`src/rtl/uart_pkg.sv`:
```
// Shared UART definitions: receiver FSM states, default bit timing and
// a small sizing helper used by the receiver and its sibling blocks.
package uart_pkg;

  // Default bit period in core clocks; the transmitter and the clock divider
  // configuration use the same value.
  localparam int DEFAULT_CLKS_PER_BIT = 434;
  localparam int DEFAULT_DATA_BITS    = 8;

  typedef enum logic [2:0] {
    IDLE    = 3'd0,
    START   = 3'd1,
    DATA    = 3'd2,
    STOP    = 3'd3,
    CLEANUP = 3'd4
  } uart_rx_state_t;

  // Width of a counter that must hold 0..n-1 (at least one bit).
  function automatic int count_width(input int n);
    return (n > 1) ? $clog2(n) : 1;
  endfunction

endpackage

```
`src/rtl/sync_2ff.sv`:
```
// Two-flop synchroniser for a single asynchronous input. The reset value is
// a parameter so an idle-high line (UART Rx) or idle-low pin can be preset.
module sync_2ff #(
  parameter logic RESET_VAL = 1'b0
) (
  input  logic clk,
  input  logic reset,
  input  logic d,
  output logic q
);

  logic meta_q, meta_d;
  logic sync_q, sync_d;

  // Next-state: a plain two-stage shift.
  always_comb begin
    meta_d = d;
    sync_d = meta_q;
  end

  // Synchroniser flops, preset to the line's idle level.
  // NOTE: sequential state is only ever assigned with <=, so every flop samples
  // the pre-edge value of its neighbours and the stages cannot collapse.
  always_ff @(posedge clk) begin
    if (reset) begin
      meta_q <= RESET_VAL;
      sync_q <= RESET_VAL;
    end else begin
      meta_q <= meta_d;
      sync_q <= sync_d;
    end
  end

  assign q = sync_q;

endmodule

```
`src/rtl/uart_receiver.sv`:
```
// UART 8N1 receiver: synchronises Rx, times each bit with a mid-bit sample,
// and hands completed bytes to the datapath through a one-deep holding
// register with sticky framing-error and overrun flags.
module uart_receiver
  import uart_pkg::*;
#(
  parameter int CLKS_PER_BIT = DEFAULT_CLKS_PER_BIT,
  parameter int DATA_BITS    = DEFAULT_DATA_BITS
) (
  input  logic                 clk,
  input  logic                 reset,
  input  logic                 Rx,
  input  logic                 rd_ack,
  output logic [DATA_BITS-1:0] rx_byte,
  output logic                 byte_valid,
  output logic                 rx_busy,
  output logic                 frame_err,
  output logic                 overrun,
  input  logic                 err_clr
);

  localparam int CNT_W = count_width(CLKS_PER_BIT);
  localparam int IDX_W = count_width(DATA_BITS);

  // Sample points: half a bit into the start bit, then one full bit later
  // for every data bit and the stop bit (i.e. each bit's centre).
  localparam logic [CNT_W-1:0] CNT_HALF = CNT_W'(CLKS_PER_BIT / 2 - 1);
  localparam logic [CNT_W-1:0] CNT_LAST = CNT_W'(CLKS_PER_BIT - 1);
  localparam logic [IDX_W-1:0] IDX_LAST = IDX_W'(DATA_BITS - 1);
  localparam logic [CNT_W-1:0] CNT_ONE  = CNT_W'(1);
  localparam logic [IDX_W-1:0] IDX_ONE  = IDX_W'(1);

  logic                 rx_s;

  uart_rx_state_t       state_q,      state_d;
  logic [CNT_W-1:0]     cnt_q,        cnt_d;
  logic [IDX_W-1:0]     idx_q,        idx_d;
  logic [DATA_BITS-1:0] shreg_q,      shreg_d;
  logic [DATA_BITS-1:0] rx_byte_q,    rx_byte_d;
  logic                 byte_valid_q, byte_valid_d;
  logic                 frame_err_q,  frame_err_d;
  logic                 overrun_q,    overrun_d;

  // The line idles high, so the synchroniser comes out of reset at 1 and
  // cannot fake a start bit.
  sync_2ff #(
    .RESET_VAL (1'b1)
  ) u_rx_sync (
    .clk   (clk),
    .reset (reset),
    .d     (Rx),
    .q     (rx_s)
  );

  // Next-state logic for the frame FSM, bit timing and the holding register.
  // NOTE: every signal written here gets its hold value first, so no path
  // through the case leaves one unassigned and no latch is inferred.
  always_comb begin
    state_d      = state_q;
    cnt_d        = cnt_q;
    idx_d        = idx_q;
    shreg_d      = shreg_q;
    rx_byte_d    = rx_byte_q;
    byte_valid_d = byte_valid_q;
    frame_err_d  = frame_err_q;
    overrun_d    = overrun_q;

    // Consumer side first; a commit or error below in the same cycle
    // overrides these, which gives "commit wins" and "error wins".
    if (rd_ack) begin
      byte_valid_d = 1'b0;
    end
    if (err_clr) begin
      frame_err_d = 1'b0;
      overrun_d   = 1'b0;
    end

    unique case (state_q)
      IDLE: begin
        cnt_d = '0;
        if (!rx_s) begin
          state_d = START;
        end
      end

      START: begin
        if (cnt_q == CNT_HALF) begin
          cnt_d   = '0;
          idx_d   = '0;
          // Line back high at mid start bit: a glitch, drop it silently.
          state_d = rx_s ? IDLE : DATA;
        end else begin
          cnt_d = cnt_q + CNT_ONE;
        end
      end

      DATA: begin
        if (cnt_q == CNT_LAST) begin
          cnt_d          = '0;
          shreg_d[idx_q] = rx_s;
          if (idx_q == IDX_LAST) begin
            state_d = STOP;
          end else begin
            idx_d = idx_q + IDX_ONE;
          end
        end else begin
          cnt_d = cnt_q + CNT_ONE;
        end
      end

      STOP: begin
        if (cnt_q == CNT_LAST) begin
          cnt_d   = '0;
          state_d = CLEANUP;
          if (rx_s) begin
            rx_byte_d    = shreg_q;
            byte_valid_d = 1'b1;
            if (byte_valid_q && !rd_ack) begin
              overrun_d = 1'b1;
            end
          end else begin
            frame_err_d = 1'b1;
          end
        end else begin
          cnt_d = cnt_q + CNT_ONE;
        end
      end

      CLEANUP: begin
        // Wait for the line to go high so a held-low break is not seen as
        // a stream of new start bits.
        if (rx_s) begin
          state_d = IDLE;
        end
      end

      default: begin
        state_d = IDLE;
      end
    endcase
  end

  // Control and output registers; reset aborts any frame in flight.
  always_ff @(posedge clk) begin
    if (reset) begin
      state_q      <= IDLE;
      cnt_q        <= '0;
      idx_q        <= '0;
      rx_byte_q    <= '0;
      byte_valid_q <= 1'b0;
      frame_err_q  <= 1'b0;
      overrun_q    <= 1'b0;
    end else begin
      state_q      <= state_d;
      cnt_q        <= cnt_d;
      idx_q        <= idx_d;
      rx_byte_q    <= rx_byte_d;
      byte_valid_q <= byte_valid_d;
      frame_err_q  <= frame_err_d;
      overrun_q    <= overrun_d;
    end
  end

  // Shift register for the payload being assembled.
  // NOTE: deliberately left out of reset: every bit is rewritten during DATA
  // before it can reach rx_byte, so a reset would only cost routing.
  always_ff @(posedge clk) begin
    shreg_q <= shreg_d;
  end

  assign rx_byte    = rx_byte_q;
  assign byte_valid = byte_valid_q;
  assign rx_busy    = (state_q != IDLE);
  assign frame_err  = frame_err_q;
  assign overrun    = overrun_q;

endmodule

```
`config.mk`:
```
export PLATFORM = sky130hd
export DESIGN_NAME = uart_receiver
export DESIGN_NICKNAME = d
export VERILOG_FILES = /design/src/rtl/uart_pkg.sv /design/src/rtl/sync_2ff.sv /design/src/rtl/uart_receiver.sv
export SDC_FILE = /design/constraint.sdc
export NUM_CORES = 1
export LEC_CHECK = 0
export CAP_MARGIN = 40
export CORE_UTILIZATION = 60
export DETAILED_ROUTE_END_ITERATION = 6
export PLACE_DENSITY = 0.83
export SKIP_LAST_GASP = 1
export SLEW_MARGIN = 10
export SYNTH_ARGS = -nofsm -noshare
export SYNTH_HDL_FRONTEND = slang
export SYNTH_SLANG_ARGS = --single-unit
```
`constraint.sdc`:
```
create_clock -name clk -period 5 [get_ports clk]
set_clock_uncertainty 0.2 [all_clocks]
set_input_delay 1 -clock clk [delete_from_list [all_inputs] [get_ports clk]]
set_output_delay 1 -clock clk [all_outputs]
set_load 0.01 [all_outputs]
```
; ---- After elaboration in Yosys (flattened, before gate mapping)
; Index checks and enable logic that the tools add are counted.
[totals]
reg_bits = 36
word_cells = 71
out_inout_bits = 12
[op_classes]
n_mux = 31
n_addsub = 2
reduce_logical = 12
magnitude_cmp = 2
eq_ne = 14
[ops]
columns = cell, n
row1 = $mux 3, 9
row2 = $pmux 9 s3, 1
row3 = $mux 9, 2
row4 = $pmux 3 s5, 1
row5 = $mux 1, 14
row6 = $ne 2x2->1 const B, 6
row7 = $add 9x1->9 const B, 1
row8 = $eq 9x8->1 const B, 1
row9 = $eq 9x9->1 const B, 1
row10 = $bwmux 8, 1
row11 = $eq 3x2->1 const B, 2
row12 = $eq 3x3->1 const B, 2
row13 = $pmux 3 s2, 1
row14 = $reduce_and 6->1, 1
row15 = $reduce_bool 3->1, 2
row16 = $lt 3x4->1 const B, 1
row17 = $reduce_and 4->1, 1
row18 = $add 3x1->3 const B, 1
row19 = $demux 1 s3, 1
row20 = $eq 3x1->1 const B, 1
row21 = $ge 3x1->1 const B, 1
row22 = $logic_not 3->1, 1
row23 = $reduce_and 3->1, 1
row24 = $logic_and 1x1->1, 2
row25 = other kinds (6), 6

; ---- Longest topological paths before layout
[depth]
depth_word = 6
depth_mapped = 7
ltp_nobuf = 6

; ---- Hierarchy
; From an unflattened synthesis, not the netlist that was laid out.
[hier_totals]
cells_unflattened = 180
area_unflattened_um2 = 1657.8
[modules_own_cells]
columns = module, seq_area_each_um2, area_per_inst_um2, n_inst, cells_per_inst
row1 = uart_receiver, 760.7, 1605.3, 1, 176
row2 = sync_2ff, 40.0, 52.6, 1, 4

; ---- Least setup slack after synthesis
; OpenSTA, ideal clock, no wires.
[synth_path]
path_type = reg-to-output
start = register state_q[2]
end = output port rx_busy
t_required_ps = 3800
stages_incl_launch_ff = 4
path_buffers = 2
arrival_ps = 1022
path_slack_ps = 2778
cell_sequence = dfxtp_1 > buf_4 > clkbuf_1 > or3_1
[synth_between]
elab_chain_len = 1
[synth_lines]
columns = item, line
row1 = from (decl), uart_receiver.sv:35  ; uart_rx_state_t state_q, state_d;
row2 = from (signal assigned), uart_receiver.sv:154  ; state_q <= state_d;
row3 = $reduce_bool 3->1, uart_receiver.sv:173  ; assign rx_busy = (state_q != IDLE);
row4 = to (decl), uart_receiver.sv:16  ; output logic rx_busy,
; Every way passes these cells.

; ---- Worst setup path after layout
; Ends and elaborated chain as after synthesis.

==> results.cfg <==
[outcome]
status = finished, final reports clean

[power]
power_leakage_uw = 0.000641
fin_total_pwr_uw = 724
power.density_nw_per_um2 = 367
peakVddDrop_mv = 0.313

[sta]
drv_slew = 0
setup-violations-final = 0
fin_crit_sh = 0.607
fmax_ghz = 0.330
hold_viol_final = 0
worst_slew_pin_slew_ps = 884
rsz0062_at_grt = false
layout_min_cycle_time_ps = 3030
max_slew_margin = 0.410
fin_tns_setup_ps = 0

[route]
routedWlPerCell_um = 14.6
drc = 0
wirelength_mm = 3.38
drtPass1Iterations = 4
via_per_inst = 6.06
num_vias = 1400
drt_iter0_drc = 76
antenna_left = 0

[clock_tree]
post_cts_buffers = 0
root_buffer = clkbuf_4
cts_hold_buf = 0
clock_latency_ps = 330
cts.clk_slew.worst_paths_ps = 110
cts_buffers = 5
cts_resized = 0
cts_tree = yes
clockBufferDepth = 2
clock-sinks = 36
htree_levels = 2

[hold_path]
hp-class = flip-flop to flip-flop

[yosys]
ys_seq_elements = 36
syn_nets = 195
netlist_area_um2 = 1710
ys_seq_area_frac = 0.468
synth-async-reset-ratio = 0
synth_cell_types = 43
synth.avg_cell_area_um2 = 9.25
yosys_warnings = 0
synth_edf_count = 8
syn_inst = 185
synth_area_leaders = dfxtp_1 33%, edfxtp_1 14%, mux2i_1 5.3%
yosys.area.top_type = dfxtp_1
ys.flop_type = dfxtp_1
synth_top_area_frac = 0.328

[final_layout]
multiInputGateArea_um2 = 836
final_common_cell = dfxtp_1
diodes = 0
area_growth_pct = 15.4
drive_gt1_frac = 0.0796
nNetsFinal = 210
fillCellCount = 178
ff_latch_area_um2 = 801
final_cells = 231
final_cell_mix = 28 x dfxtp_1, 21 x nor2_1, 17 x nand2_1, 16 x clkdlybuf4s50_1, 15 x a21oi_1
postLayoutCoreUtil = 0.762

[grt]
grt_pass1_wl_mm = 5.95
grt_pass1_vias = 1296
grt_max_degree = 21
grt_overflow = 0
grt_use_total = 0.247
antenna_found_initial = 0

[setup_path]
critPathArrivalTime_ps = 1830
start_kind = flip-flop
worstSetupPathType = flip-flop to output pin
endpoint_kind = output pin
cp_slowest_cell = dfxtp_1
critPathMaxStageDelay_ps = 770
crit_chain = or3_1 > clkdlybuf4s50_1
required_ps = 3800
cp_max_fo = 20

[die]
io_pins = 17
start_util = 0.660
die_x_um = 55.4
die_y_um = 55.4
dieArea_um2 = 3070
rows = 18
coreArea_um2 = 2590

[placed_design]
portBuffers = 16
dp.cells = 223
dp_hpwl_mm = 2.38
gp_congestion = 0.867

[run]
maxCapViolations = 0
==> cells by family (layout without fill, tap and decap cells) <==
| kind of cell | count (synthesis) | in the layout | synth area share |
|---|---|---|---|
| XOR/XNOR | 1 | 1 | 0.00512 |
| AND/OR/NAND/NOR | 79 | 79 | 0.254 |
| flip-flops | 36 | 36 | 0.468 |
| buffers and inverters | 17 | 33 | 0.0432 |
| multiplexers | 9 | 9 | 0.0527 |
| AO/OA/AOI/OAI | 38 | 38 | 0.140 |
| adder cells (fa/ha/maj) | 5 | 5 | 0.0366 |
==> state kept, by name (all words and copies together), names as in the netlist <==
| register | flops |
|---|---|
| byte_valid | 1 |
| cnt_q | 9 |
| frame_err | 1 |
| idx_q | 3 |
| overrun | 1 |
| rx_byte | 8 |
| shreg_q | 8 |
| state_q | 3 |
| u_rx_sync.meta_q | 1 |
| u_rx_sync.q | 1 |
==> worst max-delay path, delay by kind of cell, from the launching register on <==
| kind | cells | cell delay [ps] |
|---|---|---|
| and+or+nand+nor | 1 | 210 |
| buffers and inverters | 1 | 530 |
| DFF | 1 | 770 |
==> layer usage <==
metal | global-route usage | wire (um) | up-vias | share of wire
li1 | - | - | 700 | -
met1 | 0.353 | 1600 | 638 | 0.47
met2 | 0.346 | 1530 | 60 | 0.45
met3 | 0.0890 | 229 | 2 | 0.068
met4 | 0.0786 | 12 | 0 | 0.0036
met5 | 0 | 0 | - | 0
==> power by group <==
part / internal [uW] / leakage, uW / switching [uW]
clock: 113 / 0.0000497 / 92.9
combinational: 78.6 / 0.000294 / 100
sequential: 311 / 0.000297 / 29.0
total: 502 / 0.000641 / 222
==> synth_stat cells, types with 5 or more instances <==
cell type / count
o22ai_1: 8
or3_1: 5
inv_1: 7
mux2i_1: 9
nand2_1: 17
nor2_1: 21
nand2b_1: 5
dfxtp_1: 28
ha_1: 5
buf_2: 5
a21oi_1: 15
nor3_1: 6
edfxtp_1: 8
==> layout make-up <==
cell class | instances | area share
clock buffer | 8 | 0.0457
inverter | 7 | 0.0133
multi-input combinational | 132 | 0.424
sequential | 36 | 0.406
tap | 30 | 0.0190
timing repair buffer | 18 | 0.0926
==> metrics by stage <==
stage                     setup WS, ps  hold slack, ps  cell area (um^2)
after global placement            2100             201              1870
after floorplan                   2780             189              1710
after CTS                         1970             236              1970
after global routing              1860             254              1970
after detailed placement          2310             210              1880
final                             1970             233              1970
==> worst paths after layout <==
path | start | endpoint | slack (ps) | cells after the start
max | state_q[2] | rx_busy | 1970 | 2
min | u_rx_sync.meta_q | u_rx_sync.q | 230 | 1
max reg2reg | state_q[2] | state_q[0] | 2420 | 4
min reg2reg | u_rx_sync.meta_q | u_rx_sync.q | 230 | 1
(Power assumes the default switching activity.)
